[src/rtl/uart_tx_sched_if.sv]
// Purpose : bundles the requester byte streams, the UART TX load/busy pair and the status outputs of uart_tx_sched.
// Latency : none, wires only.
// Backpressure: REQ_READY (scheduler to requesters) and TX_BUSY (UART to scheduler) carry all flow control.
//
// Modports:
//   slave  - the scheduler: consumes REQ_*, TX_BUSY; drives REQ_READY, TX_P_DATA, TX_DATA_VALID, GRANT, ERR_TIMEOUT
//   master - the environment (requesters + UART TX): the mirror image of slave
interface uart_tx_sched_if #(
    parameter int N_REQ = 3,
    parameter int DW    = 8
);
    logic [N_REQ-1:0]    REQ_VALID;
    logic [N_REQ*DW-1:0] REQ_DATA;
    logic [N_REQ-1:0]    REQ_LAST;
    logic [N_REQ-1:0]    REQ_READY;
    logic                TX_BUSY;
    logic [DW-1:0]       TX_P_DATA;
    logic                TX_DATA_VALID;
    logic [N_REQ-1:0]    GRANT;
    logic                ERR_TIMEOUT;

    modport slave (
        input  REQ_VALID, REQ_DATA, REQ_LAST, TX_BUSY,
        output REQ_READY, TX_P_DATA, TX_DATA_VALID, GRANT, ERR_TIMEOUT
    );

    modport master (
        output REQ_VALID, REQ_DATA, REQ_LAST, TX_BUSY,
        input  REQ_READY, TX_P_DATA, TX_DATA_VALID, GRANT, ERR_TIMEOUT
    );
endinterface

[src/rtl/uart_tx_sched.sv]
// Purpose : round-robin, packet-locked scheduler sharing one UART TX among N_REQ byte-stream requesters.
// Latency : request seen in IDLE at t -> GRANT and handshake at t+1 -> TX_DATA_VALID pulse at t+2.
// Backpressure: REQ_READY only for the granted requester, only in ISSUE and only while TX_BUSY is low.
//
// Ports:
//   CLK, RST           - clock, asynchronous active-low reset
//   bus (slave)        - REQ_VALID/REQ_DATA/REQ_LAST/REQ_READY per requester (byte i at [i*DW +: DW]),
//                        TX_BUSY in, TX_P_DATA/TX_DATA_VALID to the UART, GRANT (one-hot owner, 0 idle),
//                        ERR_TIMEOUT (one-cycle pulse when TX_BUSY never rose after a load)
module uart_tx_sched #(
    parameter int N_REQ   = 3,
    parameter int DW      = 8,
    parameter int TIMEOUT = 16
) (
    input  logic             CLK,
    input  logic             RST,
    uart_tx_sched_if.slave   bus
);

    localparam int IW = (N_REQ > 1) ? $clog2(N_REQ) : 1;
    localparam int CW = (TIMEOUT > 1) ? $clog2(TIMEOUT) : 1;

    typedef enum logic [1:0] {
        S_IDLE    = 2'd0,
        S_ISSUE   = 2'd1,
        S_WAIT_HI = 2'd2,
        S_WAIT_LO = 2'd3
    } state_t;

    state_t           state_q, state_d;
    logic [N_REQ-1:0] grant_q, grant_d;
    logic [IW-1:0]    gidx_q,  gidx_d;     // binary index of the owner, mirrors grant_q
    logic [IW-1:0]    ptr_q,   ptr_d;      // round-robin search start
    logic [CW-1:0]    cnt_q,   cnt_d;      // cycles spent in WAIT_HI
    logic [DW-1:0]    pdata_q, pdata_d;
    logic             dv_q,    dv_d;
    logic             last_q,  last_d;
    logic             err_q,   err_d;

    // Next index after the current owner, wrapping at N_REQ (N_REQ need not be a power of two).
    function automatic logic [IW-1:0] inc_wrap(input logic [IW-1:0] v);
        inc_wrap = (v == IW'(N_REQ - 1)) ? '0 : v + 1'b1;
    endfunction

    // ------------------------------------------------------------------
    // Arbiter: first valid requester at or after ptr_q, with wrap.
    // ------------------------------------------------------------------
    logic          arb_found;
    logic [IW-1:0] arb_idx;
    int            cand;
    logic [IW-1:0] cand_idx;

    always_comb begin
        arb_found = 1'b0;
        arb_idx   = '0;
        cand      = 0;
        cand_idx  = '0;
        for (int k = 0; k < N_REQ; k++) begin
            cand     = (int'(ptr_q) + k) % N_REQ;
            cand_idx = IW'(cand);
            if (!arb_found && bus.REQ_VALID[cand_idx]) begin
                arb_found = 1'b1;
                arb_idx   = cand_idx;
            end
        end
    end

    // ------------------------------------------------------------------
    // Owner's byte stream, selected by the registered grant index.
    // ------------------------------------------------------------------
    logic          sel_valid;
    logic          sel_last;
    logic [DW-1:0] sel_data;

    always_comb begin
        sel_valid = 1'b0;
        sel_last  = 1'b0;
        sel_data  = '0;
        for (int i = 0; i < N_REQ; i++) begin
            if (gidx_q == IW'(i)) begin
                sel_valid = bus.REQ_VALID[i];
                sel_last  = bus.REQ_LAST[i];
                sel_data  = bus.REQ_DATA[i*DW +: DW];
            end
        end
    end

    // READY is combinational so a busy UART blocks the handshake in the same cycle.
    logic issue_open;
    logic hs;

    assign issue_open    = (state_q == S_ISSUE) && !bus.TX_BUSY;
    assign hs            = issue_open && sel_valid;
    assign bus.REQ_READY = issue_open ? grant_q : '0;

    // ------------------------------------------------------------------
    // Next-state and register-update logic.
    // ------------------------------------------------------------------
    always_comb begin
        state_d = state_q;
        grant_d = grant_q;
        gidx_d  = gidx_q;
        ptr_d   = ptr_q;
        cnt_d   = cnt_q;
        pdata_d = pdata_q;
        dv_d    = 1'b0;
        last_d  = last_q;
        err_d   = 1'b0;

        case (state_q)
            S_IDLE: begin
                // A UART still finishing a frame (e.g. after a reset) holds off arbitration.
                if (arb_found && !bus.TX_BUSY) begin
                    grant_d          = '0;
                    grant_d[arb_idx] = 1'b1;
                    gidx_d           = arb_idx;
                    state_d          = S_ISSUE;
                end
            end

            S_ISSUE: begin
                // Owner may idle here indefinitely between bytes; the grant is not revoked.
                if (hs) begin
                    pdata_d = sel_data;
                    last_d  = sel_last;
                    dv_d    = 1'b1;
                    cnt_d   = '0;
                    state_d = S_WAIT_HI;
                end
            end

            S_WAIT_HI: begin
                if (bus.TX_BUSY) begin
                    state_d = S_WAIT_LO;
                end else if (cnt_q == CW'(TIMEOUT - 1)) begin
                    // UART never acknowledged the load: drop the rest of the packet.
                    err_d   = 1'b1;
                    grant_d = '0;
                    ptr_d   = inc_wrap(gidx_q);
                    state_d = S_IDLE;
                end else begin
                    cnt_d = cnt_q + 1'b1;
                end
            end

            S_WAIT_LO: begin
                if (!bus.TX_BUSY) begin
                    if (last_q) begin
                        grant_d = '0;
                        ptr_d   = inc_wrap(gidx_q);
                        state_d = S_IDLE;
                    end else begin
                        state_d = S_ISSUE;
                    end
                end
            end

            default: begin
                state_d = S_IDLE;
                grant_d = '0;
                gidx_d  = '0;
                ptr_d   = '0;
                cnt_d   = '0;
                pdata_d = '0;
                last_d  = 1'b0;
            end
        endcase
    end

    always_ff @(posedge CLK or negedge RST) begin
        if (!RST) begin
            state_q <= S_IDLE;
            grant_q <= '0;
            gidx_q  <= '0;
            ptr_q   <= '0;
            cnt_q   <= '0;
            pdata_q <= '0;
            dv_q    <= 1'b0;
            last_q  <= 1'b0;
            err_q   <= 1'b0;
        end else begin
            state_q <= state_d;
            grant_q <= grant_d;
            gidx_q  <= gidx_d;
            ptr_q   <= ptr_d;
            cnt_q   <= cnt_d;
            pdata_q <= pdata_d;
            dv_q    <= dv_d;
            last_q  <= last_d;
            err_q   <= err_d;
        end
    end

    assign bus.GRANT         = grant_q;
    assign bus.TX_P_DATA     = pdata_q;
    assign bus.TX_DATA_VALID = dv_q;
    assign bus.ERR_TIMEOUT   = err_q;

endmodule
[src/flat_wrapper.sv]
// flat-port wrapper written by rule: the top's interface ports become plain ports
module uart_tx_sched_flat 
#(
    parameter int N_REQ   = 3,
    parameter int DW      = 8,
    parameter int TIMEOUT = 16
)
  (CLK, RST, bus_REQ_VALID, bus_REQ_DATA, bus_REQ_LAST, bus_TX_BUSY, bus_REQ_READY, bus_TX_P_DATA, bus_TX_DATA_VALID, bus_GRANT, bus_ERR_TIMEOUT);
  uart_tx_sched_if #(.N_REQ(N_REQ), .DW(DW)) bus_i ();
  input  logic CLK;
  input  logic RST;
  input wire logic [$bits(bus_i.REQ_VALID)-1:0] bus_REQ_VALID;
  input wire logic [$bits(bus_i.REQ_DATA)-1:0] bus_REQ_DATA;
  input wire logic [$bits(bus_i.REQ_LAST)-1:0] bus_REQ_LAST;
  input wire logic [$bits(bus_i.TX_BUSY)-1:0] bus_TX_BUSY;
  output wire logic [$bits(bus_i.REQ_READY)-1:0] bus_REQ_READY;
  output wire logic [$bits(bus_i.TX_P_DATA)-1:0] bus_TX_P_DATA;
  output wire logic [$bits(bus_i.TX_DATA_VALID)-1:0] bus_TX_DATA_VALID;
  output wire logic [$bits(bus_i.GRANT)-1:0] bus_GRANT;
  output wire logic [$bits(bus_i.ERR_TIMEOUT)-1:0] bus_ERR_TIMEOUT;
  assign bus_i.REQ_VALID = bus_REQ_VALID;
  assign bus_i.REQ_DATA = bus_REQ_DATA;
  assign bus_i.REQ_LAST = bus_REQ_LAST;
  assign bus_i.TX_BUSY = bus_TX_BUSY;
  assign bus_REQ_READY = bus_i.REQ_READY;
  assign bus_TX_P_DATA = bus_i.TX_P_DATA;
  assign bus_TX_DATA_VALID = bus_i.TX_DATA_VALID;
  assign bus_GRANT = bus_i.GRANT;
  assign bus_ERR_TIMEOUT = bus_i.ERR_TIMEOUT;
  uart_tx_sched #(.N_REQ(N_REQ), .DW(DW), .TIMEOUT(TIMEOUT)) u_core (.CLK(CLK), .RST(RST), .bus(bus_i));
endmodule
[config.mk]
export PLATFORM = sky130hd
export DESIGN_NAME = uart_tx_sched_flat
export DESIGN_NICKNAME = d
export VERILOG_FILES = /design/src/rtl/uart_tx_sched_if.sv /design/src/rtl/uart_tx_sched.sv /design/src/flat_wrapper.sv
export SDC_FILE = /design/constraint.sdc
export NUM_CORES = 1
export LEC_CHECK = 0
export CAP_MARGIN = 15
export CORE_ASPECT_RATIO = 0.8
export CORE_MARGIN = 3
export CORE_UTILIZATION = 50
export CTS_CLUSTER_DIAMETER = 40
export DETAILED_ROUTE_END_ITERATION = 12
export HOLD_SLACK_MARGIN = 0.03
export PLACE_DENSITY = 0.88
export REMOVE_ABC_BUFFERS = 1
export SLEW_MARGIN = 20
export SYNTH_ARGS = -nofsm -noshare
export SYNTH_HDL_FRONTEND = slang
export SYNTH_SLANG_ARGS = --single-unit
[constraint.sdc]
create_clock -name CLK -period 5.95 [get_ports CLK]
set_clock_uncertainty 0.05 [all_clocks]
set_input_delay 0.595 -clock CLK [delete_from_list [all_inputs] [get_ports CLK]]
set_output_delay 0.595 -clock CLK [all_outputs]
set_load 0.02 [all_outputs]
After elaboration in Yosys (flattened, before gate mapping)
Cells that the tools add are included.
{"block": "classes", "n_div": 3, "reduce_logical": 20, "n_lt_le_gt_ge": 5, "addsub": 4, "n_mux": 52, "eq_ne": 14}
{"cell": "$mod 32x3->32 const B", "n": 2}
{"cell": "$mod 3x3->32 const B", "n": 1}
{"cell": "$mux 2", "n": 13}
{"cell": "$mux 8", "n": 3}
{"cell": "$mux 1", "n": 19}
{"cell": "$mux 3", "n": 6}
{"cell": "$lt 2x3->1 const B", "n": 4}
{"cell": "$mux 4", "n": 3}
{"cell": "$pmux 3 s3", "n": 1}
{"cell": "$ne 2x1->1 const B", "n": 4}
{"cell": "$pmux 2 s4", "n": 1}
{"cell": "$pmux 4 s2", "n": 1}
{"cell": "$reduce_and 4->1", "n": 2}
{"cell": "$bmux 1 s2", "n": 3}
{"cell": "$eq 2x2->1 const B", "n": 3}
{"cell": "$logic_and 1x1->1", "n": 6}
{"cell": "$ne 2x2->1 const B", "n": 3}
{"cell": "$reduce_and 6->1", "n": 1}
{"cell": "$reduce_and 5->1", "n": 1}
{"cell": "$add 4x1->4 const B", "n": 1}
{"cell": "$eq 2x1->1 const B", "n": 2}
{"cell": "$eq 4x4->1 const B", "n": 1}
{"cell": "$logic_not 2->1", "n": 2}
{"cell": "$pmux 2 s2", "n": 1}
{"cell": "10 further kinds", "n": 14}
{"block": "word_totals", "inputBits": 33, "out_inout_bits": 16, "ff_bits": 24, "elab_cells": 107}

Logic depth before layout (Yosys ltp)
Gate-level depths: netlist of run 1.
{"block": "depth", "ltp_word": 16, "ltp_mapped": 8, "ltp_nobuf": 7}

Worst setup path before layout of run 1
OpenSTA, ideal clock, no wires.
{"block": "synth_path", "kind": "reg2reg", "startpoint": "register u_core.ptr_q[0]", "endpoint": "register u_core.grant_q[0], in the netlist u_core.bus.GRANT[0]", "path_slack_ns": 3.930, "required_time_ns": 5.775, "stages_incl_launch_ff": 8, "n_path_buf": 0, "setup_ns": 0.125, "period_less_slack_ns": 2.020, "t_arrival_ns": 1.845, "path_cell_list": "dfrtp_1 inv_1 ha_1 nor2b_4 o21ai_4 nand4_4 o311ai_4 mux2_4"}
{"block": "synth_via", "elab_chain_cells": 16, "elab_cells_between_ends": 31, "cone_classes": "add/sub (2); div (3); order compare (2); eq/ne (1); mux (16); reduce/logical (7)"}
{"item": "start: declaration", "line_no": "uart_tx_sched.sv:33", "source": "logic [IW-1:0] ptr_q, ptr_d;"}
{"item": "start signal: assignment", "line_no": "uart_tx_sched.sv:185", "source": "ptr_q <= ptr_d;"}
{"item": "branches (longest 16 deep; another with $mod 32x3->32)"}
{"item": "end signal: assignment", "line_no": "uart_tx_sched.sv:183", "source": "grant_q <= grant_d;"}
{"item": "end: declaration", "line_no": "uart_tx_sched.sv:31", "source": "logic [N_REQ-1:0] grant_q, grant_d;"}
Several ways; the timed one is not identified. The select of a mux whose other input is x is not followed.
A chain may end at the register's enable or synchronous reset.

Final worst setup path of run 1
{"block": "layout_path", "startpoint": "input bus_TX_BUSY", "endpoint": "output bus_REQ_READY[1]"}
{"block": "layout_via", "elab_chain_cells": 3}
{"item": "start: declaration", "line_no": "flat_wrapper.sv:15", "source": "input wire logic [$bits(bus_i.TX_BUSY)-1:0] bus_TX_BUSY;"}
{"item": "$logic_not 1->1", "line_no": "uart_tx_sched.sv:92", "source": "assign issue_open = (state_q == S_ISSUE) && !bus.TX_BUSY;"}
{"item": "$logic_and 1x1->1", "line_no": "uart_tx_sched.sv:92"}
{"item": "$mux 3", "line_no": "uart_tx_sched.sv:94", "source": "assign bus.REQ_READY = issue_open ? grant_q : '0;"}
{"item": "end: declaration", "line_no": "flat_wrapper.sv:16", "source": "output wire logic [$bits(bus_i.REQ_READY)-1:0] bus_REQ_READY;"}
No other way between the ends.

==> results of run 1 <==
## power by group
group	switching, mW	total, mW	internal, mW
sequential	0.0954	0.323	0.228
combinational	0.275	0.551	0.276
clock	0.0510	0.0963	0.0454
## worst paths after layout
check	from	end	cells past startpoint
max	bus_TX_BUSY	bus_REQ_READY[1]	4
min	RST	u_core.cnt_q[0]	1
max reg2reg	u_core.gidx_q[0]	u_core.bus.TX_P_DATA[2]	5
min reg2reg	u_core.bus.TX_P_DATA[6]	u_core.bus.TX_P_DATA[6]	2
max in group asynchronous	RST	u_core.ptr_q[1]	1
min in group CLK	u_core.bus.TX_P_DATA[6]	u_core.bus.TX_P_DATA[6]	2
## cell type report
| cell class | count | area [sq um] |
|---|---|---|
| clock buffers | 3 | 41.3 |
| fillers | 213 | 786 |
| inverters | 7 | 26.3 |
| multi-input cells | 126 | 895 |
| flip-flops and latches | 24 | 601 |
| well taps | 38 | 47.5 |
| repair buffers | 48 | 475 |
## stage by stage
stage | worst slack, ps | utilization [%] | hold WS [ps]
6_report | 3120 | 72.6 | 233
3_5_place_dp | 3150 | 71.4 | 420
3_3_place_gp | 3190 | 71.4 | 415
4_1_cts | 3130 | 72.8 | 438
5_1_grt | 3010 | 72.6 | 282
2_1_floorplan | 3930 | - | 249
## layer usage
layer  vias to the layer above  track usage (%)
li1                        669                -
met1                       629             25.6
met3                         9             6.26
met5                         -                0
met2                        56             30.2
met4                         0             7.08
## worst max-delay path, cell delays in order
cell and delay (ps):
clkdlybuf4s50_1 540, nor2_1 260, and3_1 190, clkdlybuf4s50_1 600
## cell usage after synthesis (all sizes together) (3+ instances only)
cell type  number  area (sq um)
dfrtp          24           601
nor2           21          78.8
nand2          16          60.1
mux2i          14           140
o21ai          14          81.3
a21oi          13          65.1
buf             7          37.5
inv             7          26.3
ha              5          62.6
nand2b          5          31.3
and3            4          25.0
nor2b           4          37.5
a21o            3          25.0
mux2            3          37.5
## cells by family after synthesis
| logic type | share of synthesized area, % |
|---|---|
| xor gates and xnor gates | 0.559 |
| adders and majority gates | 3.99 |
| and+or+nand+nor | 21.9 |
| muxes | 11.3 |
| AOI/OAI and AO/OA | 19.2 |
| DFF | 38.3 |
| buffers and inverters | 4.63 |
## cell usage in the layout (no fill, tap or decap), types with 2 or more instances in the layout
cell type	synthesis	layout
nand2b_1	5	5
inv_1	6	6
ha_1	5	5
a21o_2	2	2
a31oi_1	2	2
nor2_1	21	21
mux2_2	2	2
mux2i_1	14	14
a21oi_1	13	13
clkdlybuf4s50_1	0	47
clkbuf_8	0	3
dfrtp_1	24	24
nand3_1	2	2
nor2b_2	2	2
and3_1	4	4
nand2_1	16	16
o21ai_0	13	13
## state kept, by name, indices dropped and copies added, names as in the netlist
register	cells
u_core.bus.ERR_TIMEOUT	1
u_core.bus.GRANT	3
u_core.bus.TX_DATA_VALID	1
u_core.bus.TX_P_DATA	8
u_core.cnt_q	4
u_core.gidx_q	2
u_core.last_q	1
u_core.ptr_q	2
u_core.state_q	2
==> impl_metrics.tcl, run 1 <==
set metrics [dict create \
    total_power_mw 0.971 \
    final_nets 248 \
    die_w_um 68.6 \
    synth_warnings 0 \
    grt.total_usage_pct 19.7 \
    finalCriticalPeriod_ps 2830 \
    crit_path_end_kind "primary output" \
    ys_ff_latch 24 \
    start_util_pct 54.6 \
    slew_headroom_pct 51.9 \
    placementRows 17 \
    hold_path.class "in -> async" \
    wl_met1_mm 1.51 \
    p_leak_nw 0.892 \
    wl_per_cell_um 13.9 \
    grt.overflow.total 0 \
    drc 0 \
    numCtsBuffers 3 \
    cts_tree "done" \
    h-tree-depth 1 \
    setup.worst_path.class "in -> out" \
    dr.pass1.iters 4 \
    postCtsResizedCells 0 \
    wl_mm 3.42 \
    die_area_sq_mm 0.00385 \
    drtIter0Drc 84 \
    wl_met2_mm 1.56 \
    highest-signal-layer "met4" \
    maxCapViolations 0 \
    antenna_cells 0 \
    syn_area_sq_mm 0.00157 \
    synth_edf_count 0 \
    place.gp.congestion 0.800 \
    cp.required_ps 5310 \
    worstPathMaxFanout 9 \
    hold_buffers 0 \
    final_cells 246 \
    slew_viol_final 0 \
    clk_latency_ps 270 \
    ir_drop_v 0.000232 \
    clock.fmax_mhz 353 \
    num_vias 1363 \
    avgSynthCellArea_sq_um 9.44 \
    port_buffers 48 \
    met3_length_um 284 \
    arrival_ps 2190 \
    clk_path_buf_depth 2 \
    worstMarginPinSlew_ps 720 \
    num_io_pins 49 \
    place_inst 243 \
    finalInstanceArea_sq_mm 0.00209 \
    startpoint_type "primary input" \
    grt_pass1_vias 1365 \
    antenna_found_initial 0 \
    fin_tns_setup_ps 0 \
    synth_cells 166 \
    grt_pass1_wl_mm 5.90 \
    yosysSeqAreaShare_pct 38.3 \
    dpl.hpwl_mm 2.61 \
    viasPerCell 5.54 \
    grt_setup_unrepaired "false" \
    die_h_um 56.1 \
    power_density_mw_per_mm2 465 \
    async_reset_ff_share_pct 100 \
    cts.clk_slew.worst_paths_ps 80 \
    grt_max_degree 25 \
    dpl-instance-area_sq_mm 0.00205 \
    coreArea_sq_mm 0.00287 \
    status "completed" \
    synthFlopType "dfrtp_1" \
    antenna_left 0 \
    hold_viol 0 \
    synth_cell_types 45 \
    final_layout_size_suffix_gt1_share_pct 11.1 \
    cts_sinks 24 \
    post_cts_buffers 0 \
    setup_violations 0 \
    cts-root-buf "clkbuf_8" \
    period_share_pct 47.6 \
    area_growth_pct 33.0 \
    r2r_setup_slack_ps 3340 \
]
Power figures use the tool's default switching activity.
==> inputs of run 2 (changes only) <==
--- a/config.mk
+++ b/config.mk
@@ -8,11 +8,11 @@
 export CAP_MARGIN = 15
 export CORE_ASPECT_RATIO = 0.8
 export CORE_MARGIN = 3
-export CORE_UTILIZATION = 50
+export CORE_UTILIZATION = 42
 export CTS_CLUSTER_DIAMETER = 40
 export DETAILED_ROUTE_END_ITERATION = 12
 export HOLD_SLACK_MARGIN = 0.03
-export PLACE_DENSITY = 0.88
+export PLACE_DENSITY = 0.79
 export REMOVE_ABC_BUFFERS = 1
 export SLEW_MARGIN = 20
 export SYNTH_ARGS = -nofsm -noshare
==> constraint.sdc (replaced) <==
create_clock -name CLK -period 2.5 [get_ports CLK]
set_clock_uncertainty 0.05 [all_clocks]
set_input_delay 0.25 -clock CLK [delete_from_list [all_inputs] [get_ports CLK]]
set_output_delay 0.25 -clock CLK [all_outputs]
set_load 0.02 [all_outputs]
==> impl_metrics.tcl, run 2 (same netlist as run 1, synthesis figures left out) <==
set metrics [dict create \
    ir_drop_v 0.000461 \
    viasPerCell 5.22 \
    antenna_cells 0 \
    numCtsBuffers 3 \
    final_nets 252 \
    grt_max_degree 25 \
    cts.clk_slew.worst_paths_ps 80 \
    fin_tns_setup_ps 0 \
    wl_mm 3.26 \
    layout_common_cells "clkdlybuf4s50_1 (48), dfrtp_1 (24), nor2_1 (21), nand2_1 (16), mux2i_1 (14)" \
    finalCriticalPeriod_ps 2130 \
    arrival_ps 2230 \
    postCtsResizedCells 0 \
    startpoint_type "register" \
    num_io_pins 49 \
    fin_util_pct 60.8 \
    largest_register_ffs 8 \
    antenna_found_initial 0 \
    clock.fmax_mhz 469 \
    status "completed" \
    dr.pass1.iters 4 \
    grt_pass1_wl_mm 5.34 \
    die_w_um 74.3 \
    post_cts_buffers 0 \
    coreArea_sq_mm 0.00352 \
    final_common_cell "clkdlybuf4s50_1" \
    place.gp.congestion 0.850 \
    grt_setup_unrepaired "false" \
    h-tree-depth 1 \
    cts_tree "done" \
    slew_viol_final 0 \
    placementRows 19 \
    hold_path.class "in -> async" \
    drc 0 \
    die_h_um 60.6 \
    antenna_left 0 \
    setup.worst_path.class "reg -> reg" \
    cts_sinks 24 \
    grt_pass1_vias 1203 \
    final_layout_size_suffix_gt1_share_pct 12.7 \
    crit_path_end_kind "register" \
    area_growth_pct 36.5 \
    setup_violations 0 \
    dpl.hpwl_mm 2.57 \
    port_buffers 48 \
    clk_latency_ps 260 \
    hold_buffers 0 \
    worstMarginPinSlew_ps 450 \
    p_leak_nw 0.919 \
    clk_path_buf_depth 2 \
    hold_viol 0 \
    period_share_pct 85.3 \
    cts-root-buf "clkbuf_8" \
    drtIter0Drc 113 \
    grt.overflow.total 0 \
    cp.required_ps 2600 \
    grt.total_usage_pct 15.2 \
    die_area_sq_mm 0.00451 \
    power_density_mw_per_mm2 1100 \
    num_vias 1332 \
    worstPathMaxFanout 6 \
    wl_per_cell_um 12.8 \
    slew_headroom_pct 70.0 \
    start_util_pct 44.6 \
    maxCapViolations 0 \
]
-- run 2: layout make-up --
type	instances	area, sq um
tap	42	52.6
clock buffer	4	55.1
fill	315	1380
timing repair buffer	52	510
sequential	24	601
multi-input combinational	126	895
inverter	7	26.3
-- run 2: power by group --
| part | total (mW) | switching [mW] | internal (mW) |
|---|---|---|---|
| clock network | 0.256 | 0.116 | 0.140 |
| registers | 0.729 | 0.187 | 0.543 |
| logic | 1.36 | 0.683 | 0.681 |
| total | 2.35 | 0.985 | 1.36 |
-- run 2: through the flow --
stage	area, sq um	setup slack (ps)	total power, mW	cells	hold slack, ps
after floorplan	1520	480	1.66	157	-95.6
after global placement	2080	416	2.08	251	409
after detailed placement	2080	363	2.11	251	421
after CTS	2140	358	2.37	255	307
after global routing	2140	244	2.55	255	310
final	2140	368	2.35	255	293
-- run 2: worst paths after layout --
path	start	end	slack, ps	cells past startpoint
setup / recovery	u_core.ptr_q[0]	u_core.bus.GRANT[0]	370	7
hold / removal	RST	u_core.bus.GRANT[0]	290	2
setup reg to reg	u_core.ptr_q[0]	u_core.bus.GRANT[0]	370	7
hold reg to reg	u_core.bus.TX_P_DATA[7]	u_core.bus.TX_P_DATA[7]	430	2
max in group asynchronous	RST	u_core.bus.TX_P_DATA[4]	1870	2
min in group CLK	u_core.bus.TX_P_DATA[7]	u_core.bus.TX_P_DATA[7]	430	2
-- run 2: worst max-delay path, cell delays in order (launching register included) --
cell and delay, ps:
dfrtp_1 390, inv_1 70, ha_1 360, nor2b_4 160, o21ai_4 220, nand4_4 130, o311ai_4 320, mux2_4 330
-- run 2: per-layer routing --
metal / global-route usage, % / vias to the layer above / wire length, um
li1: - / 679 / -
met1: 21.1 / 614 / 1530
met2: 23.7 / 37 / 1490
met3: 5.13 / 2 / 225
met4: 2.28 / 0 / 11
met5: 0 / - / 0
==> inputs of run 3 (changes only) <==
--- a/config.mk
+++ b/config.mk
@@ -5,6 +5,7 @@
 export SDC_FILE = /design/constraint.sdc
 export NUM_CORES = 1
 export LEC_CHECK = 0
+export ABC_AREA = 1
 export CAP_MARGIN = 15
 export CORE_ASPECT_RATIO = 0.8
 export CORE_MARGIN = 3
==> impl_metrics.tcl, run 3 <==
set metrics [dict create \
    status "completed" \
    slew_viol_final 0 \
    async_reset_ff_share_pct 100 \
    layout_common_cells "nand2_1 (107), clkdlybuf4s50_1 (48), nand3_1 (26), inv_1 (25), dfrtp_1 (24)" \
    power_density_mw_per_mm2 1060 \
    cts.clk_slew.worst_paths_ps 90 \
    p_leak_nw 1.09 \
    hold_path.class "in -> async" \
    grt.total_usage_pct 18.4 \
    arrival_ps 1780 \
    h-tree-depth 1 \
    antenna_cells 0 \
    post_cts_buffers 0 \
    crit_path_end_kind "primary output" \
    finalCriticalPeriod_ps 2080 \
    die_w_um 74.1 \
    coreArea_sq_mm 0.00349 \
    ys_ff_latch 24 \
    largest_register_ffs 8 \
    area_growth_pct 36.1 \
    n_fill_cell 332 \
    hold_viol 0 \
    cts-root-buf "clkbuf_8" \
    final_common_cell "nand2_1" \
    synth_area_leaders "dfrtp_1 (38%), nand2_1 (26%), nand3_1 (8.3%)" \
    viasPerCell 4.89 \
    cts_tree "done" \
    place.gp.congestion 0.837 \
    die_h_um 60.5 \
    postCtsResizedCells 0 \
    whs_ps 282 \
    placementRows 19 \
    synth_edf_count 0 \
    dr.pass1.iters 4 \
    dpl-instance-area_sq_mm 0.00208 \
    fin_tns_setup_ps 0 \
    antenna_found_initial 0 \
    start_util_pct 44.6 \
    hold_buffers 0 \
    synth_area_leader_cell "dfrtp_1" \
    num_vias 1604 \
    clk_latency_ps 270 \
    numCtsBuffers 3 \
    wl_mm 3.63 \
    yosys.area.top_type_share_pct 38.5 \
    finalInstanceArea_sq_mm 0.00212 \
    ys_top_cells_by_count "nand2_1 (107), nand3_1 (26), inv_1 (25)" \
    grt_max_degree 25 \
    clock.fmax_mhz 481 \
    port_buffers 48 \
    die_area_sq_mm 0.00449 \
    reg2reg_depth 10 \
    slew_headroom_pct 79.9 \
    worstPathMaxFanout 6 \
    synth_cell_types 22 \
    drc 0 \
    grt_pass1_wl_mm 6.20 \
    synthFlopType "dfrtp_1" \
    cts_sinks 24 \
    antenna_left 0 \
    grt_setup_unrepaired "false" \
    drtIter0Drc 112 \
    grt.overflow.total 0 \
    yosysMostFrequentCell "nand2_1" \
    wl_per_cell_um 11.1 \
    final_layout_size_suffix_gt1_share_pct 5.59 \
    synth_cells 236 \
    setup.worst_path.class "reg -> out" \
    setup_violations 0 \
    period_share_pct 83.2 \
    ir_drop_v 0.000459 \
    yosysSeqAreaShare_pct 38.5 \
    synth_warnings 0 \
    grt_pass1_vias 1439 \
    cp.required_ps 2200 \
    worstMarginPinSlew_ps 301 \
    avgSynthCellArea_sq_um 6.61 \
    num_io_pins 49 \
    startpoint_type "register" \
    clk_path_buf_depth 2 \
    maxCapViolations 0 \
    dpl.hpwl_mm 2.84 \
    syn_area_sq_mm 0.00156 \
    final_nets 326 \
]
## run 3: cell families (layout without fill, tap and decap cells)
group / after synthesis / after routing / synth area share, %
buffers and inverters: 32 / 82 / 8.42
XOR/XNOR: 1 / 1 / 0.561
flip-flops: 24 / 24 / 38.5
AO/OA/AOI/OAI: 18 / 18 / 6.74
AND/OR/NAND/NOR: 156 / 156 / 41.8
adder cells (fa/ha/maj): 5 / 5 / 4.01
## run 3: worst paths after layout
| kind | slack (ps) | to | startpoint |
|---|---|---|---|
| setup / recovery | 420 | bus_REQ_READY[0] | u_core.state_q[1] |
| hold / removal | 280 | u_core.bus.GRANT[0] | RST |
| setup reg to reg | 580 | u_core.gidx_q[0] | u_core.ptr_q[0] |
| hold reg to reg | 440 | u_core.bus.TX_P_DATA[4] | u_core.bus.TX_P_DATA[4] |
| max in group asynchronous | 1880 | u_core.state_q[0] | RST |
| min in group CLK | 440 | u_core.bus.TX_P_DATA[4] | u_core.bus.TX_P_DATA[4] |
## run 3: layout make-up
| type | instances | area [sq um] | area share [%] |
|---|---|---|---|
| Multi-Input combinational cell | 180 | 828 | 39.0 |
| Sequential cell | 24 | 601 | 28.3 |
| Inverter | 30 | 113 | 5.30 |
| Timing Repair Buffer | 49 | 488 | 23.0 |
| Clock buffer | 3 | 41.3 | 1.94 |
| Tap cell | 42 | 52.6 | 2.47 |
## run 3: routing by layer
| metal | vias up | wire [um] | GRT usage [%] |
|---|---|---|---|
| met5 | - | 0 | 0 |
| met4 | 0 | 64 | 6.98 |
| met3 | 7 | 354 | 6.13 |
| met2 | 72 | 1520 | 28.7 |
| met1 | 690 | 1690 | 23.9 |
| li1 | 835 | - | - |
## run 3: through the flow
| step | cells | util [%] | worst slack, ps | total power [mW] |
|---|---|---|---|---|
| after floorplan | 234 | - | 843 | 1.59 |
| after global placement | 325 | 59.6 | 570 | 2.01 |
| after detailed placement | 325 | 59.6 | 483 | 2.03 |
| after CTS | 328 | 60.8 | 399 | 2.27 |
| after global routing | 328 | 60.8 | 321 | 2.48 |
| final | 328 | 60.8 | 421 | 2.26 |
## run 3: power by group
part / leakage (nW) / internal (mW) / total [mW] / switching (mW)
registers: 0.311 / 0.534 / 0.645 / 0.112
clock network: 0.0216 / 0.108 / 0.236 / 0.127
logic: 0.761 / 0.526 / 1.37 / 0.848
## run 3: worst max-delay path, cell delays in order (launching register included)
cell and delay (ps):
dfrtp_1 470, nor2_4 200, nand2_2 100, nor2_1 110
clkdlybuf4s50_1 620
